===== src/rtl/imem_loader.sv =====
// imem_loader: streams a length-prefixed, XOR-checksummed byte image into
// instruction memory as 16-bit words and keeps the core in reset until the
// whole image has been written and verified.
module imem_loader #(
    parameter logic [15:0] BASE_ADDR = 16'h0000,
    parameter int unsigned MAX_WORDS = 256
) (
    input  logic        clk,
    input  logic        rst,
    input  logic        start,
    input  logic        in_valid,
    input  logic [7:0]  in_data,
    output logic        in_ready,
    output logic        mem_wr_en,
    output logic [15:0] mem_addr,
    output logic [15:0] mem_wr_data,
    output logic        cpu_rst,
    output logic        done,
    output logic        err,
    output logic [15:0] words_loaded
);

    localparam int unsigned BW = 8;
    localparam int unsigned WW = 16;
    localparam int unsigned AW = 16;

    typedef enum logic [2:0] {
        S_IDLE    = 3'd0,
        S_LEN_HI  = 3'd1,
        S_LEN_LO  = 3'd2,
        S_DATA_HI = 3'd3,
        S_DATA_LO = 3'd4,
        S_CHK     = 3'd5,
        S_DONE    = 3'd6,
        S_ERR     = 3'd7
    } state_t;

    state_t          r_state;
    state_t          w_next;

    // Registered outputs
    logic            r_in_ready;
    logic            r_mem_wr_en;
    logic            r_cpu_rst;
    logic            r_done;
    logic            r_err;
    logic [AW-1:0]   r_mem_addr;
    logic [WW-1:0]   r_mem_wr_data;
    logic [WW-1:0]   r_words_loaded;

    // Datapath state
    logic [BW-1:0]   r_len_hi;
    logic [WW-1:0]   r_len;
    logic [BW-1:0]   r_hi;
    logic [BW-1:0]   r_chk;

    // Next values of the registered control outputs
    logic            w_in_ready_nxt;
    logic            w_mem_wr_en_nxt;
    logic            w_cpu_rst_nxt;
    logic            w_done_nxt;
    logic            w_err_nxt;

    logic            w_xfer;
    logic            w_start_go;
    logic [WW-1:0]   w_len_full;
    logic            w_oversize;
    logic            w_last_word;

    // A byte moves only when the loader advertised ready for this cycle.
    assign w_xfer      = in_valid & r_in_ready;
    assign w_start_go  = start & ((r_state == S_IDLE) | (r_state == S_DONE) | (r_state == S_ERR));
    assign w_len_full  = {r_len_hi, in_data};
    assign w_oversize  = w_len_full > WW'(MAX_WORDS);
    // words_loaded has already caught up with every earlier word by the time
    // the next low byte can arrive, so it is the index of the current word.
    assign w_last_word = (r_words_loaded + WW'(1)) == r_len;

    // State register
    always_ff @(posedge clk or posedge rst) begin
        if (rst) begin
            r_state <= S_IDLE;
        end else begin
            r_state <= w_next;
        end
    end

    // Next-state logic
    always_comb begin
        w_next = r_state;
        case (r_state)
            S_IDLE: begin
                if (start) w_next = S_LEN_HI;
            end
            S_LEN_HI: begin
                if (w_xfer) w_next = S_LEN_LO;
            end
            S_LEN_LO: begin
                if (w_xfer) begin
                    if (w_oversize)             w_next = S_ERR;
                    else if (w_len_full == '0)  w_next = S_CHK;
                    else                        w_next = S_DATA_HI;
                end
            end
            S_DATA_HI: begin
                if (w_xfer) w_next = S_DATA_LO;
            end
            S_DATA_LO: begin
                if (w_xfer) w_next = w_last_word ? S_CHK : S_DATA_HI;
            end
            S_CHK: begin
                if (w_xfer) w_next = (in_data == r_chk) ? S_DONE : S_ERR;
            end
            S_DONE: begin
                if (start) w_next = S_LEN_HI;
            end
            S_ERR: begin
                if (start) w_next = S_LEN_HI;
            end
            default: w_next = S_IDLE;
        endcase
    end

    // Output decode from the upcoming state so the registered outputs line up with it
    always_comb begin
        w_in_ready_nxt  = 1'b0;
        w_cpu_rst_nxt   = 1'b1;
        w_done_nxt      = 1'b0;
        w_err_nxt       = 1'b0;
        w_mem_wr_en_nxt = 1'b0;
        case (w_next)
            S_LEN_HI, S_LEN_LO, S_DATA_HI, S_DATA_LO, S_CHK: begin
                w_in_ready_nxt = 1'b1;
            end
            S_DONE: begin
                w_done_nxt    = 1'b1;
                w_cpu_rst_nxt = 1'b0;
            end
            S_ERR: begin
                w_err_nxt = 1'b1;
            end
            default: begin
                w_in_ready_nxt = 1'b0;
            end
        endcase
        w_mem_wr_en_nxt = (r_state == S_DATA_LO) & w_xfer;
    end

    // Control output registers
    always_ff @(posedge clk or posedge rst) begin
        if (rst) begin
            r_in_ready  <= 1'b0;
            r_mem_wr_en <= 1'b0;
            r_cpu_rst   <= 1'b1;
            r_done      <= 1'b0;
            r_err       <= 1'b0;
        end else begin
            r_in_ready  <= w_in_ready_nxt;
            r_mem_wr_en <= w_mem_wr_en_nxt;
            r_cpu_rst   <= w_cpu_rst_nxt;
            r_done      <= w_done_nxt;
            r_err       <= w_err_nxt;
        end
    end

    // Length capture and word assembly
    always_ff @(posedge clk or posedge rst) begin
        if (rst) begin
            r_len_hi      <= '0;
            r_len         <= '0;
            r_hi          <= '0;
            r_mem_wr_data <= '0;
        end else if (w_xfer) begin
            case (r_state)
                S_LEN_HI:  r_len_hi      <= in_data;
                S_LEN_LO:  r_len         <= w_len_full;
                S_DATA_HI: r_hi          <= in_data;
                S_DATA_LO: r_mem_wr_data <= {r_hi, in_data};
                default:   r_hi          <= r_hi;
            endcase
        end
    end

    // Running XOR over every accepted byte except the checksum byte itself
    always_ff @(posedge clk or posedge rst) begin
        if (rst) begin
            r_chk <= '0;
        end else if (w_start_go) begin
            r_chk <= '0;
        end else if (w_xfer && (r_state != S_CHK)) begin
            r_chk <= r_chk ^ in_data;
        end
    end

    // Write address and word counter advance once the strobe has been presented
    always_ff @(posedge clk or posedge rst) begin
        if (rst) begin
            r_mem_addr     <= BASE_ADDR;
            r_words_loaded <= '0;
        end else if (w_start_go) begin
            r_mem_addr     <= BASE_ADDR;
            r_words_loaded <= '0;
        end else if (r_mem_wr_en) begin
            r_mem_addr     <= r_mem_addr + AW'(2);
            r_words_loaded <= r_words_loaded + WW'(1);
        end
    end

    assign in_ready     = r_in_ready;
    assign mem_wr_en    = r_mem_wr_en;
    assign mem_addr     = r_mem_addr;
    assign mem_wr_data  = r_mem_wr_data;
    assign cpu_rst      = r_cpu_rst;
    assign done         = r_done;
    assign err          = r_err;
    assign words_loaded = r_words_loaded;

endmodule


===== config.mk =====
export PLATFORM = sky130hd
export DESIGN_NAME = imem_loader
export DESIGN_NICKNAME = d
export VERILOG_FILES = /design/src/rtl/imem_loader.sv
export SDC_FILE = /design/constraint.sdc
export NUM_CORES = 1
export LEC_CHECK = 0
export ABC_AREA = 1
export BUFFER_PORTS_ARGS = -buffer_cell sky130_fd_sc_hd__buf_4
export CAP_MARGIN = 10
export CORE_MARGIN = 10
export CORE_UTILIZATION = 39
export DETAILED_ROUTE_END_ITERATION = 6
export PLACE_DENSITY = 0.58
export SETUP_SLACK_MARGIN = 0.05
export SKIP_LAST_GASP = 1
export SLEW_MARGIN = 20
export SYNTH_ARGS = -nofsm -noshare
export SYNTH_HDL_FRONTEND = slang
export SYNTH_SLANG_ARGS = --single-unit

===== constraint.sdc =====
create_clock -name clk -period 8.64 [get_ports clk]
set_input_delay 1.296 -clock clk [delete_from_list [all_inputs] [get_ports clk]]
set_output_delay 1.296 -clock clk [all_outputs]
set_load 0.01 [all_outputs]

## Word-level counts from Yosys, hierarchy flattened

Index checks and enable logic that the tools add are counted.

- Reduce and logical (&&, ||, !) cells: 11
- $lt $le $gt $ge: 1
- Muxes and demuxes: 21
- Equal/unequal tests: 17
- Bitwise gates (word level): 6
- Add/sub/neg operators: 2

Operator list:

| kind | number |
|---|---|
| 16-bit two-way mux | 4 |
| 3-bit two-way mux | 9 |
| 3-bit == test (second input constant) | 8 |
| 3-bit one-hot mux with 6 select lines | 1 |
| 16-bit by 1-bit adder with 16-bit output (second input constant) | 1 |
| 16-bit by 2-bit adder with 16-bit output (second input constant) | 1 |
| 16-bit == test | 1 |
| 16-bit by 9-bit greater-than comparator with 1-bit output (second input constant) | 1 |
| 16-bit logical NOT | 1 |
| 8-bit two-way mux | 2 |
| 3-bit by 2-bit == test with 1-bit output (second input constant) | 4 |
| 8-bit == test | 1 |
| 2-bit AND reduction | 4 |
| 8-bit bitwise XOR | 1 |
| 3-bit by 1-bit == test with 1-bit output (second input constant) | 2 |
| 1-bit two-way mux | 5 |
| 5-bit OR reduction | 1 |
| 2-bit nonzero test | 2 |
| 1-bit bitwise AND | 3 |
| 3-bit logical NOT | 1 |
| 3-bit inequality test (second input constant) | 1 |
| 3-bit OR reduction | 1 |
| 1-bit OR | 2 |
| 1-bit logical AND | 1 |

- Flip-flop bits (word level): 96
- Bits of input ports: 12
- Output and inout bits: 53

## Longest topological paths before layout

Gate-level depths: netlist (run 1).

- Depth in word-level cells: 8
- Mapped depth: 18

## Worst setup path after synthesis (run 1)

Ideal clock, no wire load.

- Kind: in2reg
- From: in in_data[1]
- To: reg r_in_ready (netlist: in_ready)
- Library setup time: 0.119 ns
- Path slack: 6.096 ns
- Required time: 8.521 ns
- Arrival time: 2.425 ns
- Buffers on the path: 0
- Cell stages on the path: 9
- Cells stage by stage: inv_1 > nand3_1 > nor3_1 > nor3b_1 > o21ai_0 > a21oi_1 > nand2_4 > nor2_1 > nor2_1

- Cells in the longest elaborated chain, start to end: 8
- Elaborated cells between the ends (all ways): 16
- Those cells by class: 1 x order compare; 6 x eq/ne; 7 x mux; 2 x reduce/logical

RTL lines:

| item | line | text |
|---|---|---|
| start: declaration | 12 | `input logic [7:0] in_data,` |
| branches (longest 2 deep; another with 16-bit by 9-bit greater-than comparator with 1-bit output) | n/a |  |
| 3-bit two-way mux (*) | 100 | `if (w_oversize) w_next = S_ERR;` |
| 3-bit two-way mux (*) | 99 | `if (w_xfer) begin` |
| 3-bit one-hot mux with 6 select lines (*) | 91 | `case (r_state)` |
| net w_next[2] | 39 | `state_t w_next;` |
| 3-bit by 1-bit == test with 1-bit output, or another cell as far along | 131 | `case (w_next)` |
| 5-bit OR reduction (*) | 131 |  |
| 1-bit two-way mux (*) | 131 |  |
| net w_in_ready_nxt | 58 | `logic w_in_ready_nxt;` |
| end signal: assignment | 158 | `r_in_ready <= w_in_ready_nxt;` |
| end: declaration | 42 | `logic r_in_ready;` |

Mark *: on every way through the listed nets, which the timed path passes.
A chain may end at the register's enable or synchronous reset.

## Worst setup path after layout (run 1)

- From: in in_valid
- To: reg r_cpu_rst (netlist: cpu_rst)

- Cells in the longest elaborated chain, start to end: 5
- Elaborated cells between the ends (all ways): 9
- Those cells by class: 1 x eq/ne; 7 x mux; 1 x bitwise

RTL lines:

| item | line | text |
|---|---|---|
| start: declaration | 11 | `input logic in_valid,` |
| 1-bit bitwise AND (*) | 71 | `assign w_xfer = in_valid & r_in_ready;` |
| 3-bit two-way mux (on tied branches) | n/a |  |
| 3-bit one-hot mux with 6 select lines (*) | 91 |  |
| net w_next[0] | 39 |  |
| 3-bit == test (*) | 131 |  |
| 1-bit two-way mux (*) | 131 |  |
| net w_cpu_rst_nxt | 60 | `logic w_cpu_rst_nxt;` |
| end signal: assignment | 160 | `r_cpu_rst <= w_cpu_rst_nxt;` |
| end: declaration | 44 | `logic r_cpu_rst;` |

Mark *: on every way through the listed nets, which the timed path passes. The rest lies on a longest branch.

==> results.toml, run 1 <==
[outcome]
status = "finished clean"

[die]
io_pins = 65
core-area_um2 = 12000
die-area_um2 = 17100
rows = 40
fp.dieW_um = 131
die_h_um = 131
start_util = 0.398

[detailed_routing]
viasPerCell = 5.11
drt_iter0_markers = 325
first_pass_iters = 5
drc_errors = 0
via_count = 4208
wl_per_cell_um = 15.1
drt_wl_total_um = 12500
ant_nets = 0

[clock_network]
postCtsHoldBufs = 0
path_clk_slew_ps = 70
postCtsSetupBuffers = 0
clockRootBuffer = "clkbuf_16"
clock_latency_ps = 350
clock_path_buffers = 2
clkSinkCount = 95
cts_buffers = 9
cts_tree = "done"
ctsHtreeMaxLevel = 3
cts_resized = 0

[synth]
syn_avg_cell_area_um2 = 7.85
ys_ff_latch = 95
ys.warnings.count = 0
synth_nets = 623
netlist_instances = 609
syn_area_um2 = 4780
yosysUniqueCellTypes = 34
yosysSeqAreaShare = 0.498

[cells_and_area]
fillCellCount = 1223
diodes = 0
final_cell_count_no_fill = 824
num-nets-final = 686
drive_above_1_share = 0.160
syn2layout_area_growth_pct = 19.0

[setup_path]
path_max_fanout = 25
path_buf_inv = 4
crit_top_cell = "nand2_1"
worstPathCellList = "buf_4, nand2_1, inv_1, nand2_1, inv_1, a31oi_1, nand3_1, nor2_1, nand2_1, nor2_4, inv_2"
cp_top_family = "simple AND/OR/NAND/NOR gates"
worst_ep_required_time_ps = 8920
cp.arrival_ps = 3500
path_class = "input pin to flop"
worstSetupStartpointType = "input pin"
max_stage_delay_ps = 560
cpMaxStageDelayCell = "nand2_1"
cp-end-kind = "flop"

[global_routing]
grt_max_degree = 70
grt_overflow = 0
antenna_found_initial = 0
grt_pass1_vias = 4171
grt_first_pass_wirelength_um = 20700
gr-usage-all-layers = 0.153

[sta]
setup_tns_ps = 0
fmax_mhz = 311
setup_viol = 0
rsz0062_at_grt = "false"
maxSlewHeadroom = 0.388
tightest_slew_ps = 918
maxSlewViolCount = 0
clock-skew-final_ps = 7.97
fin_crit_sh = 0.373
hold_viol = 0
min_period_ps = 3220

[placement]
port_buffers = 63
dp_hpwl_um = 9090
placedCellCount = 808
gp_congestion = 0.853

[power_and_ir_drop]
ir_drop_mv = 0.153
p_per_area_nw_per_um2 = 282
p_leak_nw = 2.87

[flow_run]
cap_viol_max_count = 0

[min_path]
min_path_type = "flop to flop"
-- final timing paths --
| check | from | to | slack (ps) | cells past startpoint |
|---|---|---|---|---|
| min | r_len_hi[7] | r_len_hi[7] | 490 | 2 |
| max | in_valid | cpu_rst | 5420 | 11 |
| max in group asynchronous | rst | words_loaded[13] | 6490 | 3 |
| min reg2reg | r_len_hi[7] | r_len_hi[7] | 490 | 2 |
| min in group asynchronous | rst | mem_wr_data[1] | 910 | 2 |
| max reg2reg | in_ready | cpu_rst | 6090 | 10 |
-- cells by family (layout without fill, tap and decap cells) --
| kind of cell | after synthesis | in the layout | synth area share |
|---|---|---|---|
| compound gates | 93 | 93 | 0.101 |
| simple gates | 322 | 322 | 0.304 |
| flops | 95 | 95 | 0.498 |
| other cells | 1 | 1 | 0.000785 |
| fa+ha+maj | 2 | 2 | 0.00523 |
| xor+xnor | 11 | 11 | 0.0230 |
| buf+inv | 85 | 153 | 0.0678 |
-- synth_stat cells (all sizes together) --
cell type	number	area [um^2]
nand2	189	744
dfrtp	94	2350
inv	72	270
o21ai	66	334
nand3	58	300
nor2	45	230
a21oi	20	100
nand4	13	81.3
clkbuf	11	41.3
nor3	11	55.1
xor2	6	52.6
xnor2	4	35.0
nand3b	3	22.5
o22ai	3	18.8
a31oi	2	12.5
buf	2	12.5
ha	2	25.0
nor3b	2	15.0
a211oi	1	7.51
conb	1	3.75
dfstp	1	26.3
o211a	1	10.0
or2	1	6.26
xnor3	1	22.5
-- flip-flops by register name, indices dropped and copies added, names as in the netlist --
| register | flops |
|---|---|
| mem_addr | 15 |
| r_len_hi | 8 |
| r_state | 3 |
| mem_wr_en | 1 |
| in_ready | 1 |
| r_chk | 8 |
| done | 1 |
| cpu_rst | 1 |
| r_len | 16 |
| mem_wr_data | 16 |
| err | 1 |
| r_hi | 8 |
| words_loaded | 16 |
-- through the flow --
| stage | worst slack [ps] | utilization | power (mW) | hold slack, ps | instance area, um^2 |
|---|---|---|---|---|---|
| after floorplan | 4870 | - | 1.03 | 442 | 4780 |
| final | 5420 | 0.474 | 1.60 | 491 | 5690 |
| after global placement | 5110 | 0.450 | 1.21 | 469 | 5400 |
| after global routing | 5160 | 0.474 | 1.73 | 516 | 5690 |
| after detailed placement | 5070 | 0.450 | 1.22 | 470 | 5400 |
| after CTS | 5420 | 0.474 | 1.62 | 490 | 5690 |
-- layer usage --
layer	vias up	track usage	wire length, um
met3	26	0.0399	679
li1	2100	-	-
met1	1978	0.193	5800
met5	-	0	0
met4	0	0.0602	263
met2	104	0.244	5740
-- worst register-to-register path: stages, from the launching register on --
cell and delay, ps:
dfrtp_1 380, nand2_1 200, inv_1 170, nand2_1 560, inv_1 380, a31oi_1 250
nand3_1 110, nor2_1 130, nand2_1 130, nor2_4 130, inv_2 40
-- placed cells by master (no fill, tap or decap), drive strengths merged --
cell	instances
o21ai	66
nand3b	3
or2	1
nor3	11
nor3b	2
o211a	1
nor2	45
xnor2	4
a31oi	2
xnor3	1
a21oi	20
a211oi	1
dfstp	1
ha	2
conb	1
clkbuf	10
xor2	6
clkinvlp	2
nand4	13
nand3	58
dfrtp	94
inv	76
nand2	189
o22ai	3
buf	65
-- final cells by class --
cell class	count	area [um^2]	share of cell area
repair buffers	65	488	0.0858
flip-flops and latches	95	2380	0.418
clock inverters	6	50.0	0.00880
inverters	72	273	0.0479
well taps	147	184	0.0323
multi-input cells	429	2080	0.365
clock buffers	10	239	0.0420
-- power by group --
group	switching [mW]	total, mW	internal [mW]	leakage, nW
Combinational	0.321	0.526	0.204	1.49
Clock	0.182	0.389	0.207	0.137
Sequential	0.104	0.688	0.584	1.25
(Power assumes the default switching activity.)
==> inputs of run 2 (changes only) <==
Settings changed: ABC_AREA 1 to 0, PLACE_DENSITY 0.58 to 0.6.
Clock period 8.64 ns to 2.85 ns, I/O delays scaled along.
==> run 2 against run 1 <==
  * Worst hold slack got worse by 240 ps
  * Utilization decreased by 0.57 points
  * Final cell count decreased by 18%
  * Largest power group unchanged
  * Clock skew increased by 1.7 ps
  * Sequential share of layout area increased by 0.86 points
  * Wire length decreased by 10%
  * Combinational power increased to 3.4 times the previous value
  * Setup slack got worse by 5000 ps
  * Die area decreased by 1.4%
  * Cell area decreased by 2.0%
==> results.toml, run 2 <==
[synth]
ys.warnings.count = 0
synth-adder-area-share = 0.00532
netlist_instances = 465
synth_xor_area_frac = 0.108
synth.most_common_cell = "dfrtp_1"
synth_top_area_frac = 0.500
yosys.area_share.simple = 0.196
synthTopCellsByArea = "dfrtp_1, mux2_2, nand2_1"
yosysUniqueCellTypes = 56
synth_edf_count = 0
syn_area_um2 = 4700
synth_nets = 479
ys.flop_type = "dfrtp_1"
synthArstFlopShare = 1.00
synth_compound_area_frac = 0.0660
ys_ff_latch = 95
synth_common_cells = "dfrtp_1, nand2_1, nor2_1"
yosys-mux-area-fraction = 0.0830
synth_top_family_by_area = "simple AND/OR/NAND/NOR gates"
syn_avg_cell_area_um2 = 10.1
yosysSeqAreaShare = 0.506
yosysTopAreaCell = "dfrtp_1"

[die]
io_pins = 65
rows = 40
start_util = 0.395
core-area_um2 = 11900
die-area_um2 = 16900
die_h_um = 130
fp.dieW_um = 130

[power_and_ir_drop]
ir_drop_mv = 0.309
p_per_area_nw_per_um2 = 955
p_leak_nw = 2.50

[clock_network]
ctsHtreeMaxLevel = 3
cts_buffers = 9
path_clk_slew_ps = 70
clock_path_buffers = 2
clock_latency_ps = 350
clkSinkCount = 95
postCtsSetupBuffers = 0
postCtsHoldBufs = 0
clockRootBuffer = "clkbuf_16"
cts_tree = "done"
cts_resized = 0

[detailed_routing]
drc_errors = 0
drt_iter0_markers = 209
viasPerCell = 5.25
drt_wl_total_um = 11200
first_pass_iters = 5
wl_per_cell_um = 16.6
ant_nets = 0
via_count = 3531

[sta]
tightest_slew_ps = 867
setup_viol = 0
fin_crit_sh = 0.853
min_period_ps = 2430
maxSlewViolCount = 0
setup_tns_ps = 0
rsz0062_at_grt = "false"
fmax_mhz = 411
clock-skew-final_ps = 9.70
hold_viol = 0
maxSlewHeadroom = 0.421

[global_routing]
grt_max_degree = 43
grt_first_pass_wirelength_um = 18500
grt_pass1_vias = 3519
grt_overflow = 0
antenna_found_initial = 0
gr-usage-all-layers = 0.139

[outcome]
status = "finished clean"

[placement]
gp_congestion = 0.868
port_buffers = 63
dp_hpwl_um = 8020
placed_cell_area_um2 = 5280

[cells_and_area]
fin_area_um2 = 5570
final_common_cell = "dfrtp_1"
drive_above_1_share = 0.242
num-nets-final = 534
fillCellCount = 1158
diodes = 0
syn2layout_area_growth_pct = 18.5
final_cell_mix = "dfrtp_1, nand2_1, buf_4"

[setup_path]
worst_ep_required_time_ps = 3060
path_class = "flop to flop"
cp-end-kind = "flop"
worstSetupStartpointType = "flop"
cp.arrival_ps = 2640
path_max_fanout = 12
worstPathCellList = "nand4_1, nor4_1, xnor2_1, o221ai_1, o41ai_2, o211ai_1"
cpMaxStageDelayCell = "dfrtp_1"
max_stage_delay_ps = 570

[flow_run]
cap_viol_max_count = 0

[min_path]
min_path_type = "input pin to asynchronous set/reset pin"
## run 2: cells by family after synthesis
group                    Yosys count
XOR/XNOR                          58
AO/OA/AOI/OAI                     44
other                              1
buffers and inverters             30
flip-flops                        95
multiplexers                      35
AND/OR/NAND/NOR                  200
adder cells (fa/ha/maj)            2
## run 2: area by class of cell
| cell class | count | area [um^2] | share of cell area |
|---|---|---|---|
| multi-input cells | 340 | 2160 | 0.388 |
| clock buffers | 10 | 229 | 0.0411 |
| well taps | 147 | 184 | 0.0330 |
| repair buffers | 69 | 531 | 0.0952 |
| inverters | 5 | 22.5 | 0.00404 |
| clock inverters | 6 | 68.8 | 0.0123 |
| flip-flops and latches | 95 | 2380 | 0.427 |
## run 2: path summary, 6_finish.rpt
kind / slack (ps) / startpoint / endpoint / cells past startpoint
setup / recovery: 420 / words_loaded[3] / r_state[1] / 6
hold / removal: 250 / rst / mem_wr_data[10] / 2
setup reg to reg: 420 / words_loaded[3] / r_state[1] / 6
hold reg to reg: 460 / r_hi[0] / mem_wr_data[8] / 2
max in group asynchronous: 1880 / rst / words_loaded[4] / 3
min in group clk: 350 / in_data[3] / mem_wr_data[3] / 3
## run 2: report_power, final
part           internal [mW]  switching (mW)
clock                  0.685           0.533
sequential              1.85           0.482
combinational          0.902           0.866
## run 2: metal layers
metal / up-vias / part of all wire / GRT usage / wire length, um
met1: 1759 / 0.43 / 0.166 / 4840
met4: 0 / 0.020 / 0.0688 / 221
li1: 1702 / - / - / -
met3: 16 / 0.032 / 0.0199 / 358
met2: 54 / 0.52 / 0.239 / 5760
met5: - / 0 / 0 / 0
## run 2: worst max-delay path, delay by kind of cell, from the launching register on
kind / cells / cell delay [ps]
xor gates and xnor gates: 1 / 170
DFF: 1 / 570
and+or+nand+nor: 2 / 870
AOI/OAI and AO/OA: 3 / 680
## run 2: per-stage QoR
| step | std cells | power (mW) | utilization | setup slack (ps) | hold WS (ps) |
|---|---|---|---|---|---|
| 2_1_floorplan | 465 | 3.50 | - | 821 | 433 |
| 3_3_place_gp | 656 | 4.10 | 0.443 | 502 | 444 |
| 3_5_place_dp | 656 | 4.15 | 0.443 | 464 | 452 |
| 4_1_cts | 672 | 5.38 | 0.468 | 437 | 285 |
| 5_1_grt | 672 | 5.69 | 0.468 | 160 | 337 |
| 6_report | 672 | 5.32 | 0.468 | 419 | 248 |
==> inputs of run 3 (changes only) <==
Settings changed: CORE_UTILIZATION 39 to 52, PLACE_DENSITY 0.6 to 0.76.
==> run 3 against run 2 <==
  * Highest routed layer unchanged
  * Count of clock-buffer cells in the layout decreased by 1
  * Register-to-register slack improved by 70 ps
  * Worst hold slack got worse by 100 ps
==> results.toml, run 3 (synthesized netlist as in run 2, its figures left out) <==
[detailed_routing]
wl_met2_um = 5390
drt_iter0_markers = 177
wl_met1_um = 4830
via_count = 3556
route.met3.wl_um = 435
viasPerCell = 5.60
drt_wl_total_um = 10800
first_pass_iters = 4
drc_errors = 0
top_layer = "met4"
wl_per_cell_um = 17.1
ant_nets = 0

[sta]
maxSlewViolCount = 0
setup_viol = 0
hold_viol = 0
maxSlewHeadroom = 0.486
hold_slack_ps = 147
fmax_mhz = 423
min_period_ps = 2360
tightest_slew_ps = 762
clock-skew-final_ps = 11.9
setup_tns_ps = 0
rsz0062_at_grt = "false"
fin_crit_sh = 0.829

[clock_network]
postCtsHoldBufs = 0
clock_latency_ps = 380
path_clk_slew_ps = 100
cts_buffers = 9
clkSinkCount = 95
cts_resized = 0
ctsHtreeMaxLevel = 3
postCtsSetupBuffers = 0
clock_path_buffers = 2
cts_tree = "done"
clockRootBuffer = "clkbuf_8"

[setup_path]
cp.arrival_ps = 2610
worstSetupStartpointType = "flop"
crit_start = "words_loaded[0]"
cp-end-kind = "flop"
reg2reg_slack_ps = 490
ff2ff_path_depth = 7
critical_path.endpoint = "r_state[1]"
path_class = "flop to flop"
path_max_fanout = 7
reg2reg_from = "words_loaded[0]"
worst_ep_required_time_ps = 3100
r2r-end = "r_state[1]"

[placement]
gp_congestion = 0.898
port_buffers = 63
placed_cell_area_um2 = 5240
dp_hpwl_um = 7940

[global_routing]
antenna_found_initial = 0
grt_max_degree = 43
grt_pass1_vias = 3560
grt_first_pass_wirelength_um = 18400
gr-usage-all-layers = 0.171
grt_overflow = 0

[die]
die-area_um2 = 13200
io_pins = 65
start_util = 0.537
core-area_um2 = 8760
die_h_um = 115
fp.dieW_um = 115
rows = 34

[cells_and_area]
final_common_cell = "dfrtp_1"
fin_util = 0.622
final_cell_mix = "dfrtp_1, nand2_1, buf_4"
fin_area_um2 = 5450
diodes = 0
syn2layout_area_growth_pct = 15.9
num-nets-final = 536
drive_above_1_share = 0.247

[flow_run]
cap_viol_max_count = 0

[min_path]
min_path_type = "input pin to asynchronous set/reset pin"

[power_and_ir_drop]
ir_drop_mv = 0.427
total_power_mw = 5.07
p_per_area_nw_per_um2 = 930
p_leak_nw = 2.48

[outcome]
status = "finished clean"
[run 3: stage by stage]
stage	worst slack, ps	std cells
after global placement	686	619
final	488	635
after global routing	287	635
after detailed placement	652	619
after CTS	489	635
after floorplan	821	465
[run 3: critical path: stages, from the launching register on]
cell and delay [ps]:
dfrtp_1 490, ha_1 270, and2_1 200, nand3b_1 90, a2111oi_0 510, o2111ai_1 260
o41ai_2 260, o211ai_1 150
[run 3: worst min path at each step]
stage                 start         endpoint  slack, ps  depth (start not counted)
CTS                     rst         r_len[8]        160                          2
detailed placement  r_hi[0]   mem_wr_data[8]        450                          2
global route            rst         r_len[8]        190                          2
global placement    r_hi[0]   mem_wr_data[8]        440                          2
floorplan           r_hi[2]  mem_wr_data[10]        430                          2
finish                  rst         r_len[8]        150                          2
[run 3: layout make-up]
type                    count  area, um^2
clock buffers               9         124
clock inverters             7        85.1
fillers                   727        3310
inverters                   5        22.5
multi-input cells         340        2160
flip-flops and latches     95        2380
well taps                 108         135
repair buffers             71         546
[run 3: power by group]
group | total, mW | internal [mW] | switching (mW)
clock network | 0.948 | 0.426 | 0.523
logic | 1.77 | 0.906 | 0.868
registers | 2.34 | 1.85 | 0.495
total | 5.07 | 3.18 | 1.89
[run 3: metal layers]
metal	GRT usage	vias to the layer above
li1	-	1706
met1	0.221	1772
met2	0.279	66
met3	0.0307	12
met4	0.0660	0
met5	0	-
